[config.mk]
export PLATFORM = sky130hd
export DESIGN_NAME = sdram_fifo_arbiter
export DESIGN_NICKNAME = d
export VERILOG_FILES = /design/src/rtl/sdram_fifo_arbiter_pkg.sv /design/src/rtl/sdram_burst_ring_ptr.sv /design/src/rtl/sdram_fifo_arbiter.sv
export SDC_FILE = /design/constraint.sdc
export NUM_CORES = 1
export LEC_CHECK = 0
export CAP_MARGIN = 20
export CORE_UTILIZATION = 45
export CTS_CLUSTER_SIZE = 25
export DETAILED_ROUTE_END_ITERATION = 12
export HOLD_SLACK_MARGIN = 0.1
export PLACE_DENSITY_LB_ADDON = 0.08
export SETUP_SLACK_MARGIN = 0.1
export SYNTH_ARGS = -nofsm -noshare
export SYNTH_HDL_FRONTEND = slang
export SYNTH_SLANG_ARGS = --single-unit
[constraint.sdc]
create_clock -name clk -period 7.52 [get_ports clk]
set_clock_uncertainty 0.2 [all_clocks]
set_input_delay 0.752 -clock clk [delete_from_list [all_inputs] [get_ports clk]]
set_output_delay 0.752 -clock clk [all_outputs]
set_load 0.01 [all_outputs]
[src/rtl/sdram_fifo_arbiter_pkg.sv]
// ---------------------------------------------------------------------------
// sdram_fifo_arbiter_pkg
// Shared configuration for the SDRAM FIFO arbiter slice.
//   `FIFO_WIDTH / `FIFO_DEPTH / `POINTER_WIDTH : async FIFO geometry
//       (defined here only if not already provided by the build).
//   CMD_*        : cmd_type encodings driven to the SDRAM command controller.
//   arb_state_t  : arbiter state encodings.
//   grant_t      : last-grant memory used by the round-robin build.
//   idx_width()  : ring index width, never narrower than one bit.
// ---------------------------------------------------------------------------
`ifndef FIFO_WIDTH
`define FIFO_WIDTH 16
`endif
`ifndef FIFO_DEPTH
`define FIFO_DEPTH 512
`endif
`ifndef POINTER_WIDTH
`define POINTER_WIDTH 10
`endif

package sdram_fifo_arbiter_pkg;

  localparam logic [1:0] CMD_NONE    = 2'd0;
  localparam logic [1:0] CMD_WRITE   = 2'd1;
  localparam logic [1:0] CMD_READ    = 2'd2;
  localparam logic [1:0] CMD_REFRESH = 2'd3;

  typedef enum logic [2:0] {
    ST_IDLE     = 3'd0,
    ST_REF_CMD  = 3'd1,
    ST_REF_WAIT = 3'd2,
    ST_WR_CMD   = 3'd3,
    ST_WR_DATA  = 3'd4,
    ST_RD_CMD   = 3'd5,
    ST_RD_DATA  = 3'd6
  } arb_state_t;

  typedef enum logic {
    GRANT_READ  = 1'b0,
    GRANT_WRITE = 1'b1
  } grant_t;

  // A ring of one burst still needs a one-bit index register.
  function automatic int idx_width(input int num_bursts);
    int w;
    w = $clog2(num_bursts);
    if (w < 1) begin
      w = 1;
    end else begin
      w = w;
    end
    return w;
  endfunction

endpackage

[src/rtl/sdram_burst_ring_ptr.sv]
// ---------------------------------------------------------------------------
// sdram_burst_ring_ptr
// Burst index for one direction of the SDRAM ring region, plus the word
// address of the burst it points at.
//   clk, rst : SDRAM clock, synchronous active-high reset (index -> 0)
//   adv_i    : advance one burst (wraps NUM_BURSTS-1 -> 0)
//   addr_o   : BASE_ADDR + idx*BURST_LEN, truncated to ADDR_WIDTH
// ---------------------------------------------------------------------------
module sdram_burst_ring_ptr
  import sdram_fifo_arbiter_pkg::*;
#(
  parameter int ADDR_WIDTH = 22,
  parameter int BURST_LEN  = 8,
  parameter int BASE_ADDR  = 0,
  parameter int NUM_BURSTS = 1024
) (
  input  logic                  clk,
  input  logic                  rst,
  input  logic                  adv_i,
  output logic [ADDR_WIDTH-1:0] addr_o
);

  localparam int IDX_W    = idx_width(NUM_BURSTS);
  localparam int BL_SHIFT = $clog2(BURST_LEN);

  logic [IDX_W-1:0] idx_q;
  logic [IDX_W-1:0] idx_d;

  // Next index: hold, step, or wrap at the end of the region.
  always_comb begin
    idx_d = idx_q;
    if (adv_i) begin
      if (idx_q == IDX_W'(NUM_BURSTS - 1)) begin
        idx_d = '0;
      end else begin
        idx_d = idx_q + IDX_W'(1);
      end
    end else begin
      idx_d = idx_q;
    end
  end

  // Index register.
  always_ff @(posedge clk) begin
    if (rst) begin
      idx_q <= '0;
    end else begin
      idx_q <= idx_d;
    end
  end

  // BURST_LEN is a power of two, so the multiply is a shift.
  assign addr_o = ADDR_WIDTH'(BASE_ADDR) + (ADDR_WIDTH'(idx_q) << BL_SHIFT);

endmodule

[src/rtl/sdram_fifo_arbiter.sv]
// ---------------------------------------------------------------------------
// sdram_fifo_arbiter
// Schedules write bursts (write FIFO -> SDRAM), read bursts (SDRAM -> read
// FIFO) and refreshes toward the SDRAM command controller, keeping a ring
// region in SDRAM with a write index, a read index and a fill count in bursts.
// Optional build macro: ARB_ROUND_ROBIN_EN -- alternate write/read on a tie
// (default build: write always beats read).
// Ports:
//   clk, rst                  SDRAM clock, synchronous active-high reset
//   wr_fifo_count/_empty/_ren write FIFO occupancy, empty flag, read strobe
//   rd_fifo_room/_wen         read FIFO free slots, write strobe
//   rd_enable                 user permits read-back bursts
//   ref_req                   refresh due (level, held until serviced)
//   cmd_req/_type/_addr/_ack  command handshake with the controller
//   wr_data_req, rd_data_vld  per-beat strobes from the controller
//   burst_done                pulse: current command finished
//   fill_bursts, busy         status
// ---------------------------------------------------------------------------
`ifndef POINTER_WIDTH
`define POINTER_WIDTH 10
`endif

module sdram_fifo_arbiter
  import sdram_fifo_arbiter_pkg::*;
#(
  parameter  int ADDR_WIDTH = 22,
  parameter  int BURST_LEN  = 8,
  parameter  int BASE_ADDR  = 0,
  parameter  int NUM_BURSTS = 1024,
  localparam int FILL_W     = $clog2(NUM_BURSTS) + 1
) (
  input  logic                      clk,
  input  logic                      rst,
  input  logic [`POINTER_WIDTH-1:0] wr_fifo_count,
  input  logic                      wr_fifo_empty,
  output logic                      wr_fifo_ren,
  input  logic [`POINTER_WIDTH-1:0] rd_fifo_room,
  output logic                      rd_fifo_wen,
  input  logic                      rd_enable,
  input  logic                      ref_req,
  output logic                      cmd_req,
  output logic [1:0]                cmd_type,
  output logic [ADDR_WIDTH-1:0]     cmd_addr,
  input  logic                      cmd_ack,
  input  logic                      wr_data_req,
  input  logic                      rd_data_vld,
  input  logic                      burst_done,
  output logic [FILL_W-1:0]         fill_bursts,
  output logic                      busy
);

  localparam int PW     = `POINTER_WIDTH;
  localparam int BEAT_W = $clog2(BURST_LEN) + 1;

  arb_state_t         state_q, state_d;
  logic [BEAT_W-1:0]  beat_q, beat_d;
  logic               done_seen_q, done_seen_d;
  logic [FILL_W-1:0]  fill_q, fill_d;
`ifdef ARB_ROUND_ROBIN_EN
  grant_t             last_grant_q, last_grant_d;
`endif

  logic                  wr_ok_s, rd_ok_s, data_done_s;
  logic                  wr_adv_s, rd_adv_s;
  logic [ADDR_WIDTH-1:0] wr_addr_s, rd_addr_s;

  sdram_burst_ring_ptr #(
    .ADDR_WIDTH(ADDR_WIDTH), .BURST_LEN(BURST_LEN),
    .BASE_ADDR(BASE_ADDR),   .NUM_BURSTS(NUM_BURSTS)
  ) u_wr_ptr (
    .clk(clk), .rst(rst), .adv_i(wr_adv_s), .addr_o(wr_addr_s)
  );

  sdram_burst_ring_ptr #(
    .ADDR_WIDTH(ADDR_WIDTH), .BURST_LEN(BURST_LEN),
    .BASE_ADDR(BASE_ADDR),   .NUM_BURSTS(NUM_BURSTS)
  ) u_rd_ptr (
    .clk(clk), .rst(rst), .adv_i(rd_adv_s), .addr_o(rd_addr_s)
  );

  assign wr_ok_s = (wr_fifo_count >= PW'(BURST_LEN)) && !wr_fifo_empty &&
                   (fill_q < FILL_W'(NUM_BURSTS));
  assign rd_ok_s = rd_enable && (fill_q != '0) && (rd_fifo_room >= PW'(BURST_LEN));

  // A burst may retire only after all beats moved and burst_done was seen
  // (latched earlier or arriving this cycle).
  assign data_done_s = (beat_q == BEAT_W'(BURST_LEN)) && (done_seen_q || burst_done);

  // Next-state, bookkeeping and command/strobe outputs.
  always_comb begin
    state_d     = state_q;
    beat_d      = beat_q;
    done_seen_d = done_seen_q;
    fill_d      = fill_q;
    wr_adv_s    = 1'b0;
    rd_adv_s    = 1'b0;
    wr_fifo_ren = 1'b0;
    rd_fifo_wen = 1'b0;
    cmd_req     = 1'b0;
    cmd_type    = CMD_NONE;
    cmd_addr    = '0;
`ifdef ARB_ROUND_ROBIN_EN
    last_grant_d = last_grant_q;
`endif
    case (state_q)
      ST_IDLE: begin
        beat_d      = '0;
        done_seen_d = 1'b0;
        if (ref_req) begin
          state_d = ST_REF_CMD;
        end else if (wr_ok_s && rd_ok_s) begin
`ifdef ARB_ROUND_ROBIN_EN
          if (last_grant_q == GRANT_READ) begin
            state_d      = ST_WR_CMD;
            last_grant_d = GRANT_WRITE;
          end else begin
            state_d      = ST_RD_CMD;
            last_grant_d = GRANT_READ;
          end
`else
          state_d = ST_WR_CMD;
`endif
        end else if (wr_ok_s) begin
          state_d = ST_WR_CMD;
`ifdef ARB_ROUND_ROBIN_EN
          last_grant_d = GRANT_WRITE;
`endif
        end else if (rd_ok_s) begin
          state_d = ST_RD_CMD;
`ifdef ARB_ROUND_ROBIN_EN
          last_grant_d = GRANT_READ;
`endif
        end else begin
          state_d = ST_IDLE;
        end
      end
      ST_REF_CMD: begin
        cmd_req  = 1'b1;
        cmd_type = CMD_REFRESH;
        if (cmd_ack) state_d = ST_REF_WAIT;
        else         state_d = ST_REF_CMD;
      end
      ST_REF_WAIT: begin
        if (burst_done) state_d = ST_IDLE;
        else            state_d = ST_REF_WAIT;
      end
      ST_WR_CMD: begin
        cmd_req  = 1'b1;
        cmd_type = CMD_WRITE;
        cmd_addr = wr_addr_s;
        if (cmd_ack) state_d = ST_WR_DATA;
        else         state_d = ST_WR_CMD;
      end
      ST_WR_DATA: begin
        wr_fifo_ren = wr_data_req && (beat_q < BEAT_W'(BURST_LEN));
        if (wr_fifo_ren) beat_d = beat_q + BEAT_W'(1);
        else             beat_d = beat_q;
        done_seen_d = done_seen_q || burst_done;
        if (data_done_s) begin
          state_d  = ST_IDLE;
          wr_adv_s = 1'b1;
          fill_d   = fill_q + FILL_W'(1);
        end else begin
          state_d = ST_WR_DATA;
        end
      end
      ST_RD_CMD: begin
        cmd_req  = 1'b1;
        cmd_type = CMD_READ;
        cmd_addr = rd_addr_s;
        if (cmd_ack) state_d = ST_RD_DATA;
        else         state_d = ST_RD_CMD;
      end
      ST_RD_DATA: begin
        rd_fifo_wen = rd_data_vld && (beat_q < BEAT_W'(BURST_LEN));
        if (rd_fifo_wen) beat_d = beat_q + BEAT_W'(1);
        else             beat_d = beat_q;
        done_seen_d = done_seen_q || burst_done;
        if (data_done_s) begin
          state_d  = ST_IDLE;
          rd_adv_s = 1'b1;
          fill_d   = fill_q - FILL_W'(1);
        end else begin
          state_d = ST_RD_DATA;
        end
      end
      default: begin
        state_d = ST_IDLE;
      end
    endcase
  end

  // State and bookkeeping registers; reset abandons any burst in flight.
  always_ff @(posedge clk) begin
    if (rst) begin
      state_q     <= ST_IDLE;
      beat_q      <= '0;
      done_seen_q <= 1'b0;
      fill_q      <= '0;
`ifdef ARB_ROUND_ROBIN_EN
      last_grant_q <= GRANT_READ;
`endif
    end else begin
      state_q     <= state_d;
      beat_q      <= beat_d;
      done_seen_q <= done_seen_d;
      fill_q      <= fill_d;
`ifdef ARB_ROUND_ROBIN_EN
      last_grant_q <= last_grant_d;
`endif
    end
  end

  assign fill_bursts = fill_q;
  assign busy        = (state_q != ST_IDLE);

endmodule

==> metrics.cfg <==
[global_routing]
grt_max_degree=27
gr-total-overflow=0
grt_pass1_vias=2267
grt_pass1_wl_um=10600
antenna_found_initial=0
track_usage_pct=21.5

[die]
io_pins=68
dieArea_um2=6180
coreArea_um2=5570
die_w_um=78.6
start_util_pct=47.4
dieHeight_um=78.6
num_rows=27

[placement]
portBuffers=49
place_congestion=0.869
placed_area_um2=3100
dp_slack_ns=4.24
hpwl_um=4550

[finish]
mostFrequentLayoutCells=nor2_1, clkdlybuf4s50_1, dfxtp_1, nand3_1, nand2_1
fillers=538
diodes=0
nets=415
drive_gt1_share_pct=5.36
area_growth_pct=20.8
finalInstanceArea_um2=3190

[timing]
period_minus_slack_ns=3.42
fmax_mhz=292
fin_setup_tns_ns=0
final-max-slew-violation-count=0
whs_ns=0.313
tightest_slew_ns=0.940
layout_setup_ws_ns=4.10
rsz0062_at_grt=no
setup-violations-final=0
relSlewSlack_pct=37.2
hold_violations=0
fin_crit_sh_pct=45.5

[critical_path]
startpoint_type=flop
r2r_slack_ns=4.34
rr_endpoint=fill_bursts[9]
cp_cell_sequence=nor2b_1 -> a22oi_1 -> nor2_1 -> clkdlybuf4s50_1
critPathKind=flop to output port
worst_r2r_path_depth=8
r2r-start=state_q[2]
cpMaxStageDelayCell=nor2b_1
cpPeakStageDelay_ns=0.68
path_max_fanout=14
worstSetupEndpoint=cmd_addr[3]
cp.required_ns=6.57
cp-end-kind=output port
startpoint=state_q[2]
arrival_ns=2.47

[job]
cap_violations=0

[cts]
cts_setup_buffers=0
cts_root_buffer=clkbuf_8
cts_made_buffers=5
cts_hold_buf=0
clk_latency_ns=0.29
clk_path_buf_depth=2
htreeDepth=2
clk_pin_slew_ns=0.08
cts_resized=0
clock_sinks=39
cts_tree=done

[synth]
yosysWarnings=0
synth_edf_count=0
synthCells=330
synth_mux_area_share_pct=1.56
synthDistinctLibCells=59
synth_xor_area_share_pct=6.64
synth_adder_area_share_pct=6.92
seq_area_frac_synth_pct=29.6
synthFlopType=dfxtp_1
synthArstFlopShare_pct=0
synth.avg_cell_area_um2=8.00
synth.cell_area_um2=2640
yosys.area_share.simple_pct=29.0
synth-compound-area-share_pct=18.2
synth_top_family_by_area=simple AND/OR/NAND/NOR gates
ys_ff_latch=39

[drt]
avgRoutedWirePerCell_um=13.9
viasPerCell=5.49
firstDrtPassIters=4
antenna_left=0
first_iter_violations=130
wirelength_um=6170
drc_errors=0
vias=2445

[worst_hold_path]
min_path_type=flop to flop

[power_and_ir_drop]
peakVddDrop_mv=0.0841
power_density_nw_per_um2=138
p_leak_nw=1.17

[outcome]
status=finished, final reports clean

power breakdown:
group          switching, mW  internal (mW)  leakage, nW
logic                 0.0405         0.0357        0.816
registers            0.00969          0.211        0.315
clock network         0.0775         0.0649       0.0412
logic make-up (layout without fill, tap and decap cells):
group,after synthesis,in the layout
xor gates and xnor gates,20,20
AOI/OAI and AO/OA,70,70
and+or+nand+nor,145,145
adders and majority gates,14,14
muxes,4,4
buffers and inverters,37,69
other,1,12
DFF,39,39
through the flow:
stage	cells	utilization, %	power, mW
floorplan	341	-	0.274
global route	445	57.2	0.462
finish	445	57.2	0.439
detailed placement	437	55.7	0.302
CTS	445	57.2	0.445
global placement	437	55.7	0.301
critical path, delay by kind of cell (launching register included):
| family | cells | cell delay [ns] |
|---|---|---|
| buffers and inverters | 1 | 0.56 |
| DFF | 1 | 0.60 |
| and+or+nand+nor | 2 | 0.83 |
| AOI/OAI and AO/OA | 1 | 0.20 |
routing by layer:
| metal | up-vias | part of all wire (%) | routed length, um | track usage (%) |
|---|---|---|---|---|
| li1 | 1253 | - | - | - |
| met1 | 1141 | 49 | 3030 | 28.3 |
| met5 | - | 0 | 0 | 0 |
| met2 | 47 | 47 | 2890 | 35.0 |
| met4 | 0 | 0.86 | 53 | 6.30 |
| met3 | 4 | 3.3 | 202 | 4.42 |
sequential cells by signal, indices dropped and copies added (netlist names):
signal,cells
done_seen_q,1
u_rd_ptr.idx_q,10
beat_q,4
fill_bursts,11
state_q,3
u_wr_ptr.idx_q,10
worst min-delay path by stage:
stage / start / cells after the start / end / slack (ns)
finish: u_rd_ptr.idx_q[1] / 2 / u_rd_ptr.idx_q[1] / 0.31
global placement: done_seen_q / 2 / done_seen_q / 0.30
detailed placement: u_rd_ptr.idx_q[1] / 2 / u_rd_ptr.idx_q[1] / 0.30
global route: u_rd_ptr.idx_q[1] / 2 / u_rd_ptr.idx_q[1] / 0.36
floorplan: u_rd_ptr.idx_q[1] / 2 / u_rd_ptr.idx_q[1] / 0.26
CTS: u_rd_ptr.idx_q[1] / 2 / u_rd_ptr.idx_q[1] / 0.31
final cells by class:
class	count	area (um^2)	area share [%]
clock buffer	6	72.6	2.28
clock inverter	2	12.5	0.392
inverter	10	37.5	1.18
multi-input combinational	265	1690	53.0
sequential	39	781	24.5
tap	72	90.1	2.82
timing repair buffer	51	505	15.8
synthesized netlist by cell type, types with 3 or more instances:
library cell	instances	area, um^2
nor2_1	49	184
dfxtp_1	39	781
nand3_1	20	100
nand2_1	18	67.6
a21oi_1	16	80.1
xor2_1	15	131
ha_1	13	163
buf_4	12	90.1
o21ai_0	11	55.1
a22oi_1	10	75.1
inv_1	10	37.5
nand4_1	9	56.3
nor3_1	9	45.0
and3_1	8	50.1
nor4_1	7	43.8
buf_2	6	30.0
nor2b_1	6	37.5
a211oi_1	5	37.5
a31oi_1	5	31.3
clkbuf_1	5	18.8
xnor2_1	5	43.8
a21o_1	4	30.0
and4_1	3	26.3
mux2i_1	3	30.0
nand2b_1	3	18.8
No activity file was read; power rests on OpenSTA's default activity.
